## src/rtl/rng_pkg.sv

```systemverilog
// Shared state encoding and default parameter values for the TRNG sequencer.
package rng_pkg;

  typedef enum logic [2:0] {
    IDLE,
    WARMUP,
    COLLECT,
    VALID,
    FAIL
  } rng_state_t;

  localparam int DEF_WORD_W        = 32;
  localparam int DEF_WARMUP_CYCLES = 64;
  localparam int DEF_SAMPLE_DIV    = 4;
  localparam int DEF_REP_LIMIT     = 16;

endpackage

```

## src/rtl/rng_health_rct.sv

```systemverilog
// Repetition-count health test: trips on the sample that makes REP_LIMIT
// consecutive identical raw samples.
module rng_health_rct
  import rng_pkg::*;
#(
  parameter int REP_LIMIT = DEF_REP_LIMIT
) (
  input  logic clk,
  input  logic rst,
  input  logic clr,
  input  logic sample_vld,
  input  logic sample,
  output logic trip
);

  localparam int CW = $clog2(REP_LIMIT + 1);
  localparam logic [CW-1:0] LAST = CW'(REP_LIMIT - 1);
  localparam logic [CW-1:0] TOP  = CW'(REP_LIMIT);

  logic [CW-1:0] cnt;
  logic          prev;
  logic          match;

  // A zero count means no previous sample, so prev is ignored until loaded.
  assign match = sample_vld && (cnt != '0) && (sample == prev);
  assign trip  = match && (cnt >= LAST);

  always_ff @(posedge clk) begin
    if (rst || clr) begin
      cnt <= '0;
    end else if (sample_vld) begin
      if (!match)
        cnt <= CW'(1);
      else if (cnt != TOP)
        cnt <= cnt + 1'b1;
    end
  end

  always_ff @(posedge clk) begin
    if (sample_vld)
      prev <= sample;
  end

endmodule

```

## src/rtl/rng_ctrl.sv

```systemverilog
// TRNG sequencer: warm-up, decimated sampling, word packing, health lockout.
// Optional macro RNG_VN_DEBIAS_EN adds Von Neumann debiasing of raw samples.
module rng_ctrl
  import rng_pkg::*;
#(
  parameter int WORD_W        = DEF_WORD_W,
  parameter int WARMUP_CYCLES = DEF_WARMUP_CYCLES,
  parameter int SAMPLE_DIV    = DEF_SAMPLE_DIV,
  parameter int REP_LIMIT     = DEF_REP_LIMIT
) (
  input  logic              clk,
  input  logic              rst,
  input  logic              en,
  input  logic              rng_bit,
  output logic              rng_enable,
  output logic [WORD_W-1:0] data,
  output logic              data_valid,
  input  logic              data_ready,
  output logic              busy,
  output logic              health_fail,
  input  logic              fail_clr
);

  localparam int WCW = $clog2(WARMUP_CYCLES + 1);
  localparam int DCW = $clog2(SAMPLE_DIV + 1);
  localparam int BCW = $clog2(WORD_W + 1);

  rng_state_t     state, state_nx;
  logic [WCW-1:0] warm_cnt;
  logic [DCW-1:0] div_cnt;
  logic [BCW-1:0] bit_cnt;
  logic           strobe, acc, acc_bit, trip, word_done;
  logic           rng_enable_nx, busy_nx, data_valid_nx, health_fail_nx;

  assign strobe = (state == COLLECT) && en && (div_cnt == DCW'(SAMPLE_DIV - 1));

`ifdef RNG_VN_DEBIAS_EN
  logic half, first;

  // Pair 01 emits 0 and 10 emits 1, i.e. the first bit of an unequal pair.
  assign acc     = strobe && half && (first != rng_bit);
  assign acc_bit = first;

  always_ff @(posedge clk) begin
    if (rst || state != COLLECT)
      half <= 1'b0;
    else if (strobe)
      half <= !half;
  end

  always_ff @(posedge clk) begin
    if (strobe && !half)
      first <= rng_bit;
  end
`else
  assign acc     = strobe;
  assign acc_bit = rng_bit;
`endif

  assign word_done = acc && (bit_cnt == BCW'(WORD_W - 1));

  rng_health_rct #(
    .REP_LIMIT(REP_LIMIT)
  ) u_rct (
    .clk       (clk),
    .rst       (rst),
    .clr       (state == WARMUP),
    .sample_vld(strobe),
    .sample    (rng_bit),
    .trip      (trip)
  );

  always_comb begin
    state_nx = state;
    case (state)
      IDLE:    if (en) state_nx = WARMUP;
      WARMUP: begin
        if (!en)
          state_nx = IDLE;
        else if (warm_cnt == WCW'(WARMUP_CYCLES - 1))
          state_nx = COLLECT;
      end
      COLLECT: begin
        // Health trip outranks word completion on the same strobe.
        if (trip)
          state_nx = FAIL;
        else if (!en)
          state_nx = IDLE;
        else if (word_done)
          state_nx = VALID;
      end
      VALID:   if (data_ready) state_nx = en ? COLLECT : IDLE;
      FAIL:    if (fail_clr) state_nx = IDLE;
      default: state_nx = IDLE;
    endcase
    rng_enable_nx  = (state_nx == WARMUP) || (state_nx == COLLECT) || (state_nx == VALID);
    busy_nx        = (state_nx == WARMUP) || (state_nx == COLLECT);
    data_valid_nx  = (state_nx == VALID);
    health_fail_nx = (state_nx == FAIL);
  end

  always_ff @(posedge clk) begin
    if (rst) begin
      state       <= IDLE;
      rng_enable  <= 1'b0;
      busy        <= 1'b0;
      data_valid  <= 1'b0;
      health_fail <= 1'b0;
    end else begin
      state       <= state_nx;
      rng_enable  <= rng_enable_nx;
      busy        <= busy_nx;
      data_valid  <= data_valid_nx;
      health_fail <= health_fail_nx;
    end
  end

  always_ff @(posedge clk) begin
    if (rst) begin
      warm_cnt <= '0;
      div_cnt  <= '0;
      bit_cnt  <= '0;
    end else begin
      warm_cnt <= (state == WARMUP) ? warm_cnt + 1'b1 : '0;
      div_cnt  <= (state == COLLECT && en && !strobe) ? div_cnt + 1'b1 : '0;
      if (state != COLLECT)
        bit_cnt <= '0;
      else if (acc)
        bit_cnt <= bit_cnt + 1'b1;
    end
  end

  always_ff @(posedge clk) begin
    if (rst)
      data <= '0;
    else if (acc)
      data <= {data[WORD_W-2:0], acc_bit};
  end

endmodule

```

## config.mk

```make
export PLATFORM = sky130hd
export DESIGN_NAME = rng_ctrl
export DESIGN_NICKNAME = d
export VERILOG_FILES = /design/src/rtl/rng_pkg.sv /design/src/rtl/rng_health_rct.sv /design/src/rtl/rng_ctrl.sv
export SDC_FILE = /design/constraint.sdc
export NUM_CORES = 1
export LEC_CHECK = 0
export ABC_AREA = 1
export ABC_CLOCK_PERIOD_IN_PS = 1700
export CAP_MARGIN = 20
export CORE_MARGIN = 2
export CORE_UTILIZATION = 52
export CTS_CLUSTER_SIZE = 14
export DETAILED_ROUTE_END_ITERATION = 8
export GPL_ROUTABILITY_DRIVEN = 0
export PLACE_DENSITY = 0.87
export REMOVE_ABC_BUFFERS = 1
export SLEW_MARGIN = 20
export SYNTH_ARGS = -nofsm -noshare
export SYNTH_HDL_FRONTEND = slang
export SYNTH_SLANG_ARGS = --single-unit
```

## constraint.sdc

```tcl
create_clock -name clk -period 1.7 [get_ports clk]
set_clock_uncertainty 0.05 [all_clocks]
set_input_delay 0.17 -clock clk [delete_from_list [all_inputs] [get_ports clk]]
set_output_delay 0.17 -clock clk [all_outputs]
set_load 0.03 [all_outputs]
```

==> out/metrics.cfg <==
[outcome]
status = completed

[route]
drcViolationCount = 0
dr.pass1.iters = 4
wl_um = 5360
vias = 2183
vias_per_cell = 5.17
drt_iter0_markers = 138
wire_per_inst_um = 12.7
drtAntennaViolNets = 0

[worst_setup_path]
worstPathArrival_ns = 1.44
timing.rr.start = warm_cnt[0]$_SDFF_PP0_
slowest_stage = clkdlybuf4s50_1
cpPeakStageDelay_ns = 0.70
crit_chain = clkdlybuf4s50_1
worstSetupEndpointType = output pin
worstPathMaxFanout = 3
critPathLaunchType = flip-flop
critPathKind = reg -> out
required_ns = 1.48
r2r_end = rng_enable$_SDFF_PP0_
r2r.worst_path.cells = 9
r2r_slack_ns = 0.09
cp_num_buf_inv = 1
critPathTopFamily = buffers and inverters

[sta]
max_freq_mhz = 602
final.min_clock_period_ns = 1.66
hold_ws_ns = 0.396
period_share_pct = 97.7
finalHoldViolations = 0
worstMarginPinSlew_ns = 0.488
setup_violations = 0
slew_violations = 0
max-slew-margin-rel_pct = 67.1

[clock_tree]
cts-root-buf = clkbuf_8
h-tree-depth = 3
cts_buffer_depth = 2
cts_setup_buffers = 0
cts_tree = yes
cts_made_buffers = 9
cts.clk_slew.worst_paths_ns = 0.07
clk_latency_ns = 0.34
cts.sinks = 61

[final_layout]
area_delta_synth_final_pct = 28.2
ff_latch_area_um2 = 1230
multi_input_area_um2 = 1110
antenna_cells = 0
final_common_cell = nand2_1
final_cell_mix = nand2_1, dfxtp_1, a21oi_1, clkdlybuf4s50_1, nor2_1
nNetsFinal = 376
fill_cells = 358
drive_above_1_share_pct = 12.5
fin_area_um2 = 3170

[synthesis]
synth-warning-count = 0
synth.avg_cell_area_um2 = 7.83
synth_cells = 316
ys.flop_type = dfxtp_1
async_flop_share_pct = 0
yosys.cell_types.count = 32
ys_seq_area_share_pct = 49.8
syn_area_um2 = 2470
synth.ff_latch_count = 61
synth-edff-count = 1

[floorplan]
die_area_um2 = 5320
die_h_um = 73.0
core_um2 = 4660
fp-row-count = 25
die_w_um = 73.0
floorplan.initialDensity_pct = 53.1
num_io_pins = 42

[power_and_ir_drop]
ir_worst_vdd_mv = 0.729
p_leak_nw = 1.13
p_per_area_nw_per_um2 = 884

[grt]
grt_overflow = 0
grt_start_max_net_pins = 31
grt_pass1_vias = 2067
grt_usage_pct = 21.3
grt_first_pass_wirelength_um = 8690
antenna_found_initial = 0

[hold_path]
hold_path_class = reg -> reg
hp-start = div_cnt[0]$_SDFF_PP0_
hold_depth = 1
min_to = div_cnt[0]$_SDFF_PP0_

[placement]
io_buffers = 41
place_area_um2 = 2930
dpl.hpwl_um = 3550

[job]
max_cap_violations = 0

-- synthesized netlist by cell type, drive strengths merged, types with 2 or more instances --
library cell  instances  area (um2)
o21a                  2        15.0
o21ai                 6        30.0
dfxtp                60        1200
buf                   9        63.8
ha                    7        87.6
nand3                12        70.1
a21oi                49         249
inv                  25        93.8
clkbuf                3        11.3
or2                   2        12.5
xor2                  3        26.3
nand2                95         364
nand4                 3        25.0
nor2                 33         149
-- worst max path at each step --
stage,start,to,slack (ns),depth (start not counted)
2_1_floorplan,div_cnt[0]$_SDFF_PP0_,u_rct.cnt[1]$_SDFFE_PP0P_,-0.82,8
3_3_place_gp,en,data[31]$_SDFFE_PP0P_,0.06,6
3_5_place_dp,en,u_rct.cnt[1]$_SDFFE_PP0P_,-0.04,7
4_1_cts,div_cnt[0]$_SDFF_PP0_,data[3]$_SDFFE_PP0P_,0.02,7
5_1_grt,warm_cnt[0]$_SDFF_PP0_,rng_enable$_SDFF_PP0_,-0.04,9
6_report,data[1]$_SDFFE_PP0P_,data[1],0.04,1
-- kinds of logic after synthesis --
logic type,after synthesis,synth area share [%]
AO/OA/AOI/OAI,59,12.6
XOR/XNOR,4,1.42
adder cells (fa/ha/maj),7,3.54
buffers and inverters,37,6.83
flip-flops,61,49.8
AND/OR/NAND/NOR,148,25.8
-- cell type report --
cell class | instances | share of cell area (%)
well taps | 54 | 2.13
clock inverters | 6 | 1.97
multi-input cells | 218 | 34.9
repair buffers | 48 | 14.7
inverters | 25 | 3.04
clock buffers | 10 | 4.34
flip-flops and latches | 61 | 38.9
-- flip-flops by register name (all words and copies together), names as in the netlist --
| name | flops |
|---|---|
| data_valid | 1 |
| health_fail | 1 |
| busy | 1 |
| bit_cnt | 6 |
| data | 32 |
| div_cnt | 3 |
| u_rct.prev | 1 |
| state | 3 |
| u_rct.cnt | 5 |
| rng_enable | 1 |
| warm_cnt | 7 |
-- per-layer routing --
layer,vias up,wire (um),track usage [%],part of all wire (%)
li1,1105,-,-,-
met2,56,2660,34.0,50
met1,1008,2300,25.2,43
met5,-,0,0,0
met3,14,246,5.66,4.6
met4,0,165,13.6,3.1
-- stage by stage --
step                      power [W]  setup TNS (ns)  setup WS (ns)  std cells  util, %
after floorplan             0.00150          -22.72         -0.816        304        -
after global placement      0.00154               0         0.0594        406     62.8
after detailed placement    0.00154         -0.0375        -0.0369        406     62.8
after CTS                   0.00282               0         0.0163        422     67.2
after global routing        0.00288         -0.0494        -0.0381        422     68.1
final                       0.00280               0         0.0399        422     68.1
-- timing repair --
item                                    4_1_cts  5_1_grt
endpoints found under the setup margin        1       42
hold buffers                                  0        0
gates resized for setup                       1       11
endpoints found under the hold margin         0        0
cloned                                        0        0
pin swaps                                     0        2
-- report_power, final --
part / internal [W] / leakage, nW / switching (W) / total (W)
registers: 0.00144 / 0.494 / 0.00000340 / 0.00144
clock network: 0.000710 / 0.0943 / 0.000585 / 0.00130
logic: 0.0000247 / 0.542 / 0.0000428 / 0.0000676
No activity file was read; power rests on OpenSTA's default activity.
